`src/rtl/vga_timing_gen.sv`:
```
// Raster timing generator: pixel/line counters plus active-video select, sync pulses
// and frame markers. Every output is registered and describes the counters it ships with.
module vga_timing_gen #(
    parameter int H_L    = 896,
    parameter int V_L    = 795,
    parameter int WIDTH  = 768,
    parameter int HEIGHT = 683,
    parameter int H_FP   = 24,
    parameter int H_SYNC = 80,
    parameter int V_FP   = 3,
    parameter int V_SYNC = 6,
    parameter bit H_POL  = 1'b0,
    parameter bit V_POL  = 1'b0,
    localparam int HW    = $clog2(H_L),
    localparam int VW    = $clog2(V_L)
) (
    input  logic          CLK,
    input  logic          RST_n,
    input  logic          CE,
    output logic [HW-1:0] H_count,
    output logic [VW-1:0] V_count,
    output logic          SEL,
    output logic          HSYNC,
    output logic          VSYNC,
    output logic          SOL,
    output logic          SOF,
    output logic [15:0]   FRAME_CNT
);

    localparam int H_BP = H_L - WIDTH - H_FP - H_SYNC;
    localparam int V_BP = V_L - HEIGHT - V_FP - V_SYNC;

    if (H_BP < 1) begin : g_hbp_chk
        $error("vga_timing_gen: horizontal back porch must be at least 1");
    end
    if (V_BP < 1) begin : g_vbp_chk
        $error("vga_timing_gen: vertical back porch must be at least 1");
    end

    localparam logic [HW-1:0] H_MAX   = HW'(H_L - 1);
    localparam logic [VW-1:0] V_MAX   = VW'(V_L - 1);
    localparam logic [HW-1:0] H_ACT   = HW'(WIDTH);
    localparam logic [VW-1:0] V_ACT   = VW'(HEIGHT);
    localparam logic [HW-1:0] H_SS    = HW'(WIDTH + H_FP);
    localparam logic [HW-1:0] H_SE    = HW'(WIDTH + H_FP + H_SYNC - 1);
    localparam logic [VW-1:0] V_SS    = VW'(HEIGHT + V_FP);
    localparam logic [VW-1:0] V_SE    = VW'(HEIGHT + V_FP + V_SYNC - 1);

    logic [HW-1:0] h_count_q, h_count_d;
    logic [VW-1:0] v_count_q, v_count_d;
    logic          sel_q, sel_d;
    logic          hsync_q, hsync_d;
    logic          vsync_q, vsync_d;
    logic          sol_q, sol_d;
    logic          sof_q, sof_d;
    logic [15:0]   frame_cnt_q, frame_cnt_d;

    // Decode is taken from the next counter value so flags stay aligned with the counters.
    always_comb begin
        h_count_d   = h_count_q;
        v_count_d   = v_count_q;
        sel_d       = sel_q;
        hsync_d     = hsync_q;
        vsync_d     = vsync_q;
        sol_d       = sol_q;
        sof_d       = sof_q;
        frame_cnt_d = frame_cnt_q;
        if (CE) begin
            if (h_count_q == H_MAX) begin
                h_count_d = '0;
                if (v_count_q == V_MAX) begin
                    v_count_d   = '0;
                    frame_cnt_d = frame_cnt_q + 16'd1;
                end else begin
                    v_count_d = v_count_q + 1'b1;
                end
            end else begin
                h_count_d = h_count_q + 1'b1;
            end
            sel_d   = (h_count_d < H_ACT) && (v_count_d < V_ACT);
            hsync_d = ((h_count_d >= H_SS) && (h_count_d <= H_SE)) ? H_POL : ~H_POL;
            // V only moves on the H wrap, so VSYNC naturally switches at the line boundary
            vsync_d = ((v_count_d >= V_SS) && (v_count_d <= V_SE)) ? V_POL : ~V_POL;
            sol_d   = (h_count_d == '0) && (v_count_d < V_ACT);
            sof_d   = (h_count_d == '0) && (v_count_d == '0);
        end
    end

    // Reset parks the raster in back porch so the first enable starts a clean frame.
    always_ff @(posedge CLK or negedge RST_n) begin
        if (!RST_n) begin
            h_count_q   <= H_MAX;
            v_count_q   <= V_MAX;
            sel_q       <= 1'b0;
            hsync_q     <= ~H_POL;
            vsync_q     <= ~V_POL;
            sol_q       <= 1'b0;
            sof_q       <= 1'b0;
            frame_cnt_q <= 16'd0;
        end else begin
            h_count_q   <= h_count_d;
            v_count_q   <= v_count_d;
            sel_q       <= sel_d;
            hsync_q     <= hsync_d;
            vsync_q     <= vsync_d;
            sol_q       <= sol_d;
            sof_q       <= sof_d;
            frame_cnt_q <= frame_cnt_d;
        end
    end

    assign H_count   = h_count_q;
    assign V_count   = v_count_q;
    assign SEL       = sel_q;
    assign HSYNC     = hsync_q;
    assign VSYNC     = vsync_q;
    assign SOL       = sol_q;
    assign SOF       = sof_q;
    assign FRAME_CNT = frame_cnt_q;

endmodule

```
`config.mk`:
```
export PLATFORM = sky130hd
export DESIGN_NAME = vga_timing_gen
export DESIGN_NICKNAME = d
export VERILOG_FILES = /design/src/rtl/vga_timing_gen.sv
export SDC_FILE = /design/constraint.sdc
export NUM_CORES = 1
export LEC_CHECK = 0
export ABC_AREA = 1
export BUFFER_PORTS_ARGS = -buffer_cell sky130_fd_sc_hd__buf_4
export CORE_MARGIN = 2
export CORE_UTILIZATION = 35
export CTS_CLUSTER_DIAMETER = 40
export DETAILED_ROUTE_END_ITERATION = 16
export PLACE_DENSITY_LB_ADDON = 0.2
export SYNTH_ARGS = -nofsm -noshare
export SYNTH_HDL_FRONTEND = slang
export SYNTH_SLANG_ARGS = --single-unit
```
`constraint.sdc`:
```
create_clock -name CLK -period 3.8 [get_ports CLK]
set_clock_uncertainty 0.1 [all_clocks]
set_input_delay 0.19 -clock CLK [delete_from_list [all_inputs] [get_ports CLK]]
set_output_delay 0.19 -clock CLK [all_outputs]
set_load 0.05 [all_outputs]
```
==> results_dict.tcl <==
set metrics [dict create \
    status "finished, final reports clean" \
    drt_first_iter_violations 138 \
    yosysTopAreaCellShare_pct 24.2 \
    synthFlopType "dfrtp_1" \
    wl_met2_um 3060 \
    cts_tree "done" \
    route.met3.wl_um 220 \
    ys_warn_count 0 \
    nets 401 \
    rsz0062_at_grt "no" \
    wl_met1_um 2830 \
    dieWidth_um 89.9 \
    gp_congestion 0.890 \
    worstHoldPathType "in2reg" \
    ys_async_sr_fraction_pct 100 \
    antenna_cells 0 \
    port_buffers 43 \
    synth_edf_count 0 \
    wl_um 6230 \
    dieArea_um2 8090 \
    hold_viol_final 0 \
    report.final.slew_viol_count 0 \
    grt_pass1_wl_um 10400 \
    dr.max_layer_used "met4" \
    clock_path_buffers 2 \
    vias_per_cell 4.83 \
    core-area_um2 7210 \
    clkSlewWorstSetupHoldPaths_ns 0.09 \
    final-setup-viol-count 0 \
    min_path_cells 2 \
    syn2layout_area_growth_pct 21.9 \
    avgSynthCellArea_um2 7.41 \
    yosys.area.top_type "dfrtp_1" \
    crit_path_start_kind "flop" \
    grt_max_degree 42 \
    cts_htree_levels 2 \
    ys_top_cells_by_area "dfrtp_1 (24%), dfstp_2 (16%), nand2_1 (15%)" \
    syn_area_um2 2580 \
    start_util_pct 35.8 \
    power.leakage_nw 1.48 \
    netlist_instances 349 \
    cp_max_fo 19 \
    max_slew_margin_pct 33.5 \
    via_count 2383 \
    grt_pass1_vias 2210 \
    synthDistinctLibCells 35 \
    worst_pin_slew_ns 0.997 \
    max_clock_freq_ghz 0.384 \
    worstPathArrival_ns 2.73 \
    worst_setup_path_end_kind "flop" \
    period_share_pct 68.5 \
    drc 0 \
    tns_ns 0 \
    drtAntennaViolNets 0 \
    cp_data_required_time_ns 3.93 \
    rows 31 \
    holdWs_ns 0.126 \
    n_fill_cell 767 \
    cts.sinks 41 \
    track_usage_pct 15.7 \
    overflow 0 \
    die_h_um 89.9 \
    postCtsSetupBuffers 0 \
    io_pins 44 \
    yosysSeqAreaShare_pct 40.5 \
    mostFrequentLayoutCells "nand2_1 (103), buf_4 (43), nor2_1 (37)" \
    cts_root_buffer "clkbuf_8" \
    antenna_found_initial 0 \
    layout_commonest_cell "nand2_1" \
    hpwl_um 4630 \
    critical_path_class "reg2reg" \
    synth_fp_nets 357 \
    reg2regPathDepth 14 \
    insertion_delay_ns 0.29 \
    powerDensity_nw_per_um2 503 \
    dr.pass1.iters 4 \
    layout_min_cycle_time_ns 2.60 \
    drive_gt1_share_pct 20.8 \
    max-vdd-ir-drop_mv 0.162 \
    synth-seq-cells 41 \
    cts_made_buffers 5 \
    drv_cap 0 \
    post_drt_wl_per_cell_um 12.6 \
    postLayoutCoreUtil_pct 43.7 \
]
routing by layer:
layer  vias to the layer above  global-route usage [%]
met1                      1099                    20.6
li1                       1218                       -
met2                        55                    26.3
met3                        11                    2.51
met5                         -                       0
met4                         0                    5.90
worst max-delay path, cell delays in order, from the launching register on:
cell and delay, ns:
dfstp_2 0.58, ha_1 0.17, nand2_1 0.13, nor2_4 0.19
nand3_4 0.24, clkinv_2 0.19, nand3_1 0.09, nand2_1 0.14
nand3_1 0.10, nor2_1 0.25, nand3_1 0.11, nand3_1 0.08
nand2_1 0.05, nand2_1 0.07, nand2_1 0.05
worst paths after layout:
path	start	endpoint	slack, ns
setup / recovery	H_count[1]	VSYNC	1.20
hold / removal	CE	H_count[8]	0.13
setup reg to reg	H_count[1]	VSYNC	1.20
hold reg to reg	VSYNC	VSYNC	0.39
max in group asynchronous	RST_n	V_count[1]	2.91
min in group asynchronous	RST_n	H_count[7]	0.31
cell usage after synthesis, drive strengths merged (5+ instances only):
| master | n |
|---|---|
| dfrtp | 25 |
| nor2 | 40 |
| ha | 5 |
| inv | 37 |
| nand3b | 5 |
| dfstp | 16 |
| nand4 | 8 |
| clkbuf | 5 |
| nand2 | 104 |
| nand3 | 26 |
| xnor2 | 5 |
| a21oi | 6 |
| xor2 | 13 |
| nor3 | 12 |
| o21ai | 27 |
state kept, by name, summed over array words and instances (netlist names):
name / count
VSYNC: 1
H_count: 10
FRAME_CNT: 16
V_count: 10
HSYNC: 1
SEL: 1
SOF: 1
SOL: 1
stage by stage:
| step | cell area [um2] | setup slack [ns] | std cells | total power [mW] |
|---|---|---|---|---|
| 2_1_floorplan | 2580 | 1.37 | 349 | 0.998 |
| 3_3_place_gp | 3000 | 1.30 | 484 | 1.17 |
| 3_5_place_dp | 3000 | 1.19 | 484 | 1.17 |
| 4_1_cts | 3150 | 1.18 | 493 | 1.60 |
| 5_1_grt | 3150 | 0.909 | 493 | 1.68 |
| 6_report | 3150 | 1.20 | 493 | 1.58 |
cell families after synthesis:
kind of cell,count (synthesis),share of synthesized area (%)
flops,41,40.5
fa+ha+maj,5,2.42
simple gates,200,35.9
xor+xnor,18,6.10
buf+inv,45,6.68
compound gates,40,8.42
final cells by class:
| class | count | area, um2 | share of cell area (%) |
|---|---|---|---|
| Clock buffer | 5 | 68.8 | 2.18 |
| Multi-Input combinational cell | 263 | 1370 | 43.4 |
| Clock inverter | 3 | 68.8 | 2.18 |
| Sequential cell | 41 | 1050 | 33.2 |
| Tap cell | 99 | 124 | 3.93 |
| Inverter | 38 | 144 | 4.57 |
| Timing Repair Buffer | 44 | 333 | 10.6 |
power breakdown:
group / internal, mW / switching [mW] / total [mW]
logic: 0.157 / 0.387 / 0.544
registers: 0.523 / 0.0892 / 0.612
clock network: 0.265 / 0.162 / 0.427
repair_timing:
action | in CTS | in global routing
hold buffers | 1 | 0
endpoints found under the hold margin | 25 | 0
resized for setup | 0 | 0
Power figures use the tool's default switching activity.
